### src/rtl/s10_dot_accum.sv
// Parametrised DOT-lane dot product feeding a framed streaming accumulator.
// Three register stages: lane products, exact lane sum, then accumulate with optional saturation.
module s10_dot_accum #(
  parameter int unsigned SIZEA  = 8,
  parameter int unsigned SIZEB  = 8,
  parameter int unsigned DOT    = 5,
  parameter int unsigned SIGNED = 1,
  parameter int unsigned ACC_W  = 32,
  parameter int unsigned SAT    = 1
) (
  input  logic             clk,
  input  logic             rst,
  input  logic             in_valid,
  input  logic             in_first,
  input  logic             in_last,
  input  logic [SIZEA-1:0] din_a [0:DOT-1],
  input  logic [SIZEB-1:0] din_b [0:DOT-1],
  output logic             out_valid,
  output logic [ACC_W-1:0] dout,
  output logic             ovf
);

  localparam int unsigned PROD_W = SIZEA + SIZEB;
  localparam int unsigned SUM_W  = PROD_W + $clog2(DOT);
  localparam int unsigned EXT_W  = ACC_W + 1;

  logic [PROD_W-1:0] w_ea   [0:DOT-1];
  logic [PROD_W-1:0] w_eb   [0:DOT-1];
  logic [PROD_W-1:0] w_prod [0:DOT-1];
  logic [PROD_W-1:0] r_prod [0:DOT-1];
  logic              r_s1_valid, r_s1_first, r_s1_last;

  logic [SUM_W-1:0]  w_sum;
  logic [SUM_W-1:0]  r_sum;
  logic              r_s2_valid, r_s2_first, r_s2_last;

  logic [ACC_W-1:0]  r_acc;
  logic              r_sticky;
  logic              r_open;

  logic [EXT_W-1:0]  w_sum_ext, w_base, w_full;
  logic [ACC_W-1:0]  w_clamp, w_acc_next;
  logic              w_start, w_ovf_cur, w_ovf_vec;

  // Operands widened to the full product width so a truncated multiply is exact.
  always_comb begin
    for (int i = 0; i < int'(DOT); i++) begin
      if (SIGNED != 0) begin
        w_ea[i] = PROD_W'($signed(din_a[i]));
        w_eb[i] = PROD_W'($signed(din_b[i]));
      end else begin
        w_ea[i] = PROD_W'(din_a[i]);
        w_eb[i] = PROD_W'(din_b[i]);
      end
      w_prod[i] = w_ea[i] * w_eb[i];
    end
  end

  always_ff @(posedge clk) begin
    if (rst) begin
      r_s1_valid <= 1'b0;
      r_s1_first <= 1'b0;
      r_s1_last  <= 1'b0;
    end else begin
      r_s1_valid <= in_valid;
      r_s1_first <= in_valid & in_first;
      r_s1_last  <= in_valid & in_last;
    end
  end

  always_ff @(posedge clk) begin
    for (int i = 0; i < int'(DOT); i++) begin
      r_prod[i] <= w_prod[i];
    end
  end

  always_comb begin
    w_sum = '0;
    for (int i = 0; i < int'(DOT); i++) begin
      if (SIGNED != 0) w_sum = w_sum + SUM_W'($signed(r_prod[i]));
      else             w_sum = w_sum + SUM_W'(r_prod[i]);
    end
  end

  always_ff @(posedge clk) begin
    if (rst) begin
      r_s2_valid <= 1'b0;
      r_s2_first <= 1'b0;
      r_s2_last  <= 1'b0;
    end else begin
      r_s2_valid <= r_s1_valid;
      r_s2_first <= r_s1_first;
      r_s2_last  <= r_s1_last;
    end
    r_sum <= w_sum;
  end

  // A beat with no open vector behind it starts a fresh one, first flag or not.
  always_comb begin
    w_sum_ext  = '0;
    w_base     = '0;
    w_full     = '0;
    w_clamp    = '0;
    w_acc_next = '0;
    w_ovf_cur  = 1'b0;
    w_ovf_vec  = 1'b0;
    w_start    = r_s2_first | ~r_open;
    if (SIGNED != 0) begin
      w_sum_ext = EXT_W'($signed(r_sum));
      w_base    = EXT_W'($signed(r_acc));
    end else begin
      w_sum_ext = EXT_W'(r_sum);
      w_base    = EXT_W'(r_acc);
    end
    if (w_start) w_base = '0;
    w_full = w_base + w_sum_ext;
    if (SIGNED != 0) begin
      w_ovf_cur = w_full[ACC_W] ^ w_full[ACC_W-1];
      w_clamp   = w_full[ACC_W] ? {1'b1, {(ACC_W-1){1'b0}}} : {1'b0, {(ACC_W-1){1'b1}}};
    end else begin
      w_ovf_cur = w_full[ACC_W];
      w_clamp   = '1;
    end
    w_acc_next = ((SAT != 0) && w_ovf_cur) ? w_clamp : w_full[ACC_W-1:0];
    w_ovf_vec  = (w_start ? 1'b0 : r_sticky) | w_ovf_cur;
  end

  // dout/ovf only change on a last beat so they hold between pulses.
  always_ff @(posedge clk) begin
    if (rst) begin
      r_acc     <= '0;
      r_sticky  <= 1'b0;
      r_open    <= 1'b0;
      out_valid <= 1'b0;
      dout      <= '0;
      ovf       <= 1'b0;
    end else begin
      out_valid <= 1'b0;
      if (r_s2_valid) begin
        r_acc    <= w_acc_next;
        r_sticky <= w_ovf_vec;
        r_open   <= ~r_s2_last;
        if (r_s2_last) begin
          out_valid <= 1'b1;
          dout      <= w_acc_next;
          ovf       <= w_ovf_vec;
        end
      end
    end
  end

endmodule
### config.mk
export PLATFORM = sky130hd
export DESIGN_NAME = s10_dot_accum
export DESIGN_NICKNAME = d
export VERILOG_FILES = /design/src/rtl/s10_dot_accum.sv
export SDC_FILE = /design/constraint.sdc
export NUM_CORES = 1
export LEC_CHECK = 0
export BUFFER_PORTS_ARGS = -buffer_cell sky130_fd_sc_hd__buf_2
export CAP_MARGIN = 20
export CELL_PAD_IN_SITES_DETAIL_PLACEMENT = 1
export CELL_PAD_IN_SITES_GLOBAL_PLACEMENT = 2
export CORE_AREA = 5 5 226 228
export DETAILED_ROUTE_END_ITERATION = 10
export DIE_AREA = 0 0 231 233
export PLACE_DENSITY = 0.95
export RECOVER_POWER = 100
export SYNTH_ARGS = -nofsm -noshare
export SYNTH_HDL_FRONTEND = slang
export SYNTH_SLANG_ARGS = --single-unit
### constraint.sdc
create_clock -name clk -period 9.4 [get_ports clk]
set_clock_uncertainty 0.15 [all_clocks]
set_input_delay 1.41 -clock clk [delete_from_list [all_inputs] [get_ports clk]]
set_output_delay 1.41 -clock clk [all_outputs]
set_load 0.005 [all_outputs]
==> key figures <==
Synth
  • Post-Syn Area per Cell: 9.110 um2
  • Asr flop ratio synth: 0
  • Net count after synthesis: 2932
  • Count of unique library cells instantiated by Yosys: 73
  • Yosys Warn Count: 0
  • Number of enable-type register cells in the synthesized netlist: 0
  • Predominant post-synthesis flop cell: dfxtp_1
  • Flip-flop and latch count after synthesis: 173
  • Largest cells by area after synthesis: fa_1, dfxtp_1, ha_1
  • Post-Synthesis Cell Area: 21180 um2
  • Sequential fraction of the synthesis area: 0.1635
  • Most area-hungry cell type in the Yosys netlist: fa_1
  • Area share of the largest cell type after synthesis: 0.3081
  • Number of instances in the synthesized netlist: 2325

Timing
  • Final setup viols: 0
  • Relative slew slack: -0.4297
  • Final max-slew violation count: 108
  • Fin Setup TNS: 0 ns
  • Worst hold slack after final layout: 0.2896 ns
  • Hold violation total from the final report: 0
  • Crit path time final: 6.182 ns
  • Max Clock Freq: 161.8 MHz
  • RSZ-0062 raised after global routing: no
  • Final clock period utilization by the worst path: 0.6576
  • Slew at the pin with the worst max-slew slack: 2.145 ns

Place
  • Placer congestion estimate: 0.8505
  • Final HPWL DP: 43110 um
  • Port buffer count: 118

Clock tree
  • Number of CTS-inserted buffers: 17
  • Post-CTS setup buffers: 0
  • Clock tree from TritonCTS: yes
  • Maximum clock path buffer count: 2
  • Clock transition at path regs: 0.07 ns
  • Number of buffers inserted by hold repair at cts: 0
  • Cell chosen for the clock root: clkbuf_16
  • Number of gates given a new drive strength after cts: 0
  • Source-to-sink clock delay at the later pin of the worst-skew pair: 0.44 ns
  • H-tree level count: 4
  • Num Clock Sinks: 173

Die
  • Number of cell rows: 81
  • Std-Cell Core Area: 48650 um2
  • Chip Height: 233 um
  • Count of boundary I/O pins: 119
  • Initial standard-cell utilization of the core: 0.4354
  • Die area: 53820 um2
  • Die Span X: 231 um

Setup path
  • Reg-to-Reg Start: r_open
  • Largest stage delay, worst path: 1.12 ns
  • Critical path origin: r_open
  • Setup crit end: dout[8]
  • Maximum fanout along the worst path: 34
  • Logic depth of the worst setup path including buffers: 14
  • Depth of the most critical reg-to-reg path: 14
  • Buffer and inverter count on the worst path: 1
  • Worst setup EP type: register
  • Reg-to-reg setup timing slack: 3.22 ns
  • Required arrival time at the worst endpoint: 9.57 ns
  • Ordered list of cells on the worst path: nor2b_1 -> clkbuf_1 -> and2_0 -> ha_1 -> fa_1 -> a211oi_1 -> o2111ai_1 -> a21oi_1 -> a21oi_1 -> a21oi_1 -> o21ai_0 -> a31o_1 -> a21oi_1 -> a311oi_1
  • Worst Setup Start Kind: register
  • Most frequent cell on the critical path: a21oi_1
  • Crit path kind: reg2reg
  • Endpoint of the worst-slack reg-to-reg timing path: dout[8]
  • Arrival time worst endpoint: 6.35 ns
  • Master of the slowest instance on the critical path: a31o_1
  • Worst path top cell family by delay: compound AO/OA/AOI/OAI gates

Layout
  • Number of inserted filler cells in the final layout: 5712
  • Fin nets: 3043
  • Synth-to-Final Area Change: 7.337%
  • Share of final-layout standard cells stronger than drive strength 1: 0.05760
  • Area used by multi-input combinational logic: 15280 um2
  • Sequential cell area in the final layout: 3465 um2

Run status
  • Run status: complete, but fails checks
  • Violations in the final reports: max-capacitance violations, max-slew violations

Global routing
  • Global-route wire length before repair: 87310 um
  • Overflow left after global routing: 0
  • Total GRT Usage: 0.1972
  • Number of antenna violations at the first check in global routing: 1
  • Number of global-route vias before repair: 17470
  • Largest net degree at the start of global routing: 67

Power and ir drop
  • Power density normalized to cell area: 402.8 nW/um2
  • Cell leakage power: 11.21 nW
  • Max IR drop VDD: 401.7 uV

Detailed routing
  • Post-detailed-route via-to-cell ratio: 4.992
  • DR WL met3: 814 um
  • DR vias: 15330
  • Sum of met2 wire segment lengths after detailed routing: 27680 um
  • Sum of routed wire length over all layers: 51060 um
  • Final routed wire length divided by cell count: 16.63 um
  • Met1 wire length: 21610 um
  • Highest metal layer with signal wires: met5
  • Number of design-rule violations left by the first detailed-router iteration: 503
  • Post-detailed-route count of antenna-violating nets: 0
  • Remaining design rule violation count: 0
  • Count of TritonRoute iterations in the first routing pass: 4

Hold path
  • Kind of path behind the tightest hold check: reg2reg

Job
  • Maximum capacitance violations: 3
## worst min-delay path by stage
stage | from | to | slack (ns) | depth (start not counted)
final | r_s1_last | r_s2_last | 0.29 | 1
after floorplan | r_s1_first | r_s2_first | 0.26 | 1
after CTS | r_s1_valid | r_s2_valid | 0.29 | 1
after global placement | r_s1_valid | r_s2_valid | 0.27 | 1
after detailed placement | r_s1_valid | r_s2_valid | 0.28 | 1
after global routing | r_s1_valid | r_s2_valid | 0.30 | 1
## Yosys cell counts, types with 8 or more instances
library cell / n
nor2_1: 98
a21o_1: 15
o21a_1: 13
a21boi_0: 17
and2_1: 252
a211oi_1: 25
and3_1: 8
o21bai_1: 8
fa_1: 326
o21ai_0: 70
clkbuf_1: 15
nand2_1: 147
a211oi_2: 9
nor3_1: 23
a31oi_1: 12
ha_1: 196
xnor2_1: 92
nor2b_1: 48
dfxtp_1: 173
a21oi_2: 25
nand3_1: 20
inv_1: 552
o211ai_1: 11
a21oi_1: 55
nand2b_1: 8
xor2_1: 16
## layout make-up
type | instances | share of cell area
multi-input cells | 1568 | 0.6721
flip-flops and latches | 173 | 0.1524
inverters | 552 | 0.09113
well taps | 622 | 0.03423
repair buffers | 124 | 0.02543
clock buffers | 18 | 0.01888
clock inverters | 13 | 0.005723
diodes | 1 | 0.0001101
## placed cells by master (no fill, tap or decap), types with 4 or more instances in the layout
cell type | synthesis | routed
dfxtp_1 | 173 | 172
mux2_2 | 5 | 5
o21ai_0 | 70 | 72
a211oi_1 | 25 | 27
nand4_1 | 6 | 6
a21o_1 | 15 | 15
o21a_1 | 13 | 13
and2_0 | 1 | 26
and3_1 | 8 | 8
nor3_1 | 23 | 23
o21bai_1 | 8 | 8
xnor2_1 | 92 | 92
a211oi_2 | 9 | 7
ha_1 | 196 | 196
clkbuf_1 | 15 | 38
nand2b_1 | 8 | 8
nor2_1 | 98 | 98
inv_1 | 552 | 552
and2_1 | 252 | 227
o2111ai_1 | 3 | 4
inv_6 | 0 | 8
o211ai_1 | 11 | 11
clkbuf_16 | 0 | 17
buf_2 | 3 | 84
xor2_1 | 16 | 16
nand3_1 | 20 | 20
a21oi_1 | 55 | 80
fa_1 | 326 | 326
nor2b_1 | 48 | 48
a21boi_0 | 17 | 17
a221oi_1 | 5 | 5
a31oi_1 | 12 | 12
nand2_1 | 147 | 148
## cell families (layout without fill, tap and decap cells)
family	after synthesis	in the layout	share of synthesized area
AND/OR/NAND/NOR	627	627	0.1547
flip-flops	173	173	0.1635
adder cells (fa/ha/maj)	522	522	0.4239
other	0	1	0
AO/OA/AOI/OAI	303	303	0.1006
XOR/XNOR	108	108	0.04466
multiplexers	8	8	0.004076
buffers and inverters	584	707	0.1086
## sequential cells by signal, indices dropped and copies added, names as in the netlist, 19 cells and up
| register | flops |
|---|---|
| r_prod | 80 |
| r_sum | 19 |
| dout | 32 |
| r_acc | 32 |
## routing by layer
| layer | vias to the layer above | track usage |
|---|---|---|
| met5 | - | 0 |
| met4 | 2 | 0.04402 |
| met3 | 51 | 0.01965 |
| met2 | 140 | 0.3743 |
| met1 | 7757 | 0.2418 |
| li1 | 7381 | - |
## worst reg2reg max path: cells and delay by family (launching register included)
kind                       cells  cell delay (ns)
AOI/OAI and AO/OA              9             3.57
DFF                            1             0.32
and+or+nand+nor                2             0.39
adders and majority gates      2             0.52
buffers and inverters          1             1.10
## per-stage QoR
stage | cells | cell area (um2) | utilization | worst slack (ns) | power (mW)
floorplan | 2325 | 21180 | - | 3.734 | 6.917
global placement | 3037 | 22360 | 0.4596 | 3.319 | 8.272
detailed placement | 3037 | 22360 | 0.4596 | 3.092 | 8.630
CTS | 3068 | 22920 | 0.4711 | 3.542 | 9.409
global route | 3070 | 22730 | 0.4673 | 2.740 | 10.34
finish | 3071 | 22740 | 0.4674 | 3.218 | 9.158
## power by group
group	total, mW	leakage (nW)	internal (mW)	switching [mW]
logic	7.26	9.50	3.20	4.05
registers	1.20	1.44	1.08	0.120
clock network	0.699	0.273	0.371	0.328
total	9.16	11.2	4.66	4.50
(Power assumes the default switching activity.)
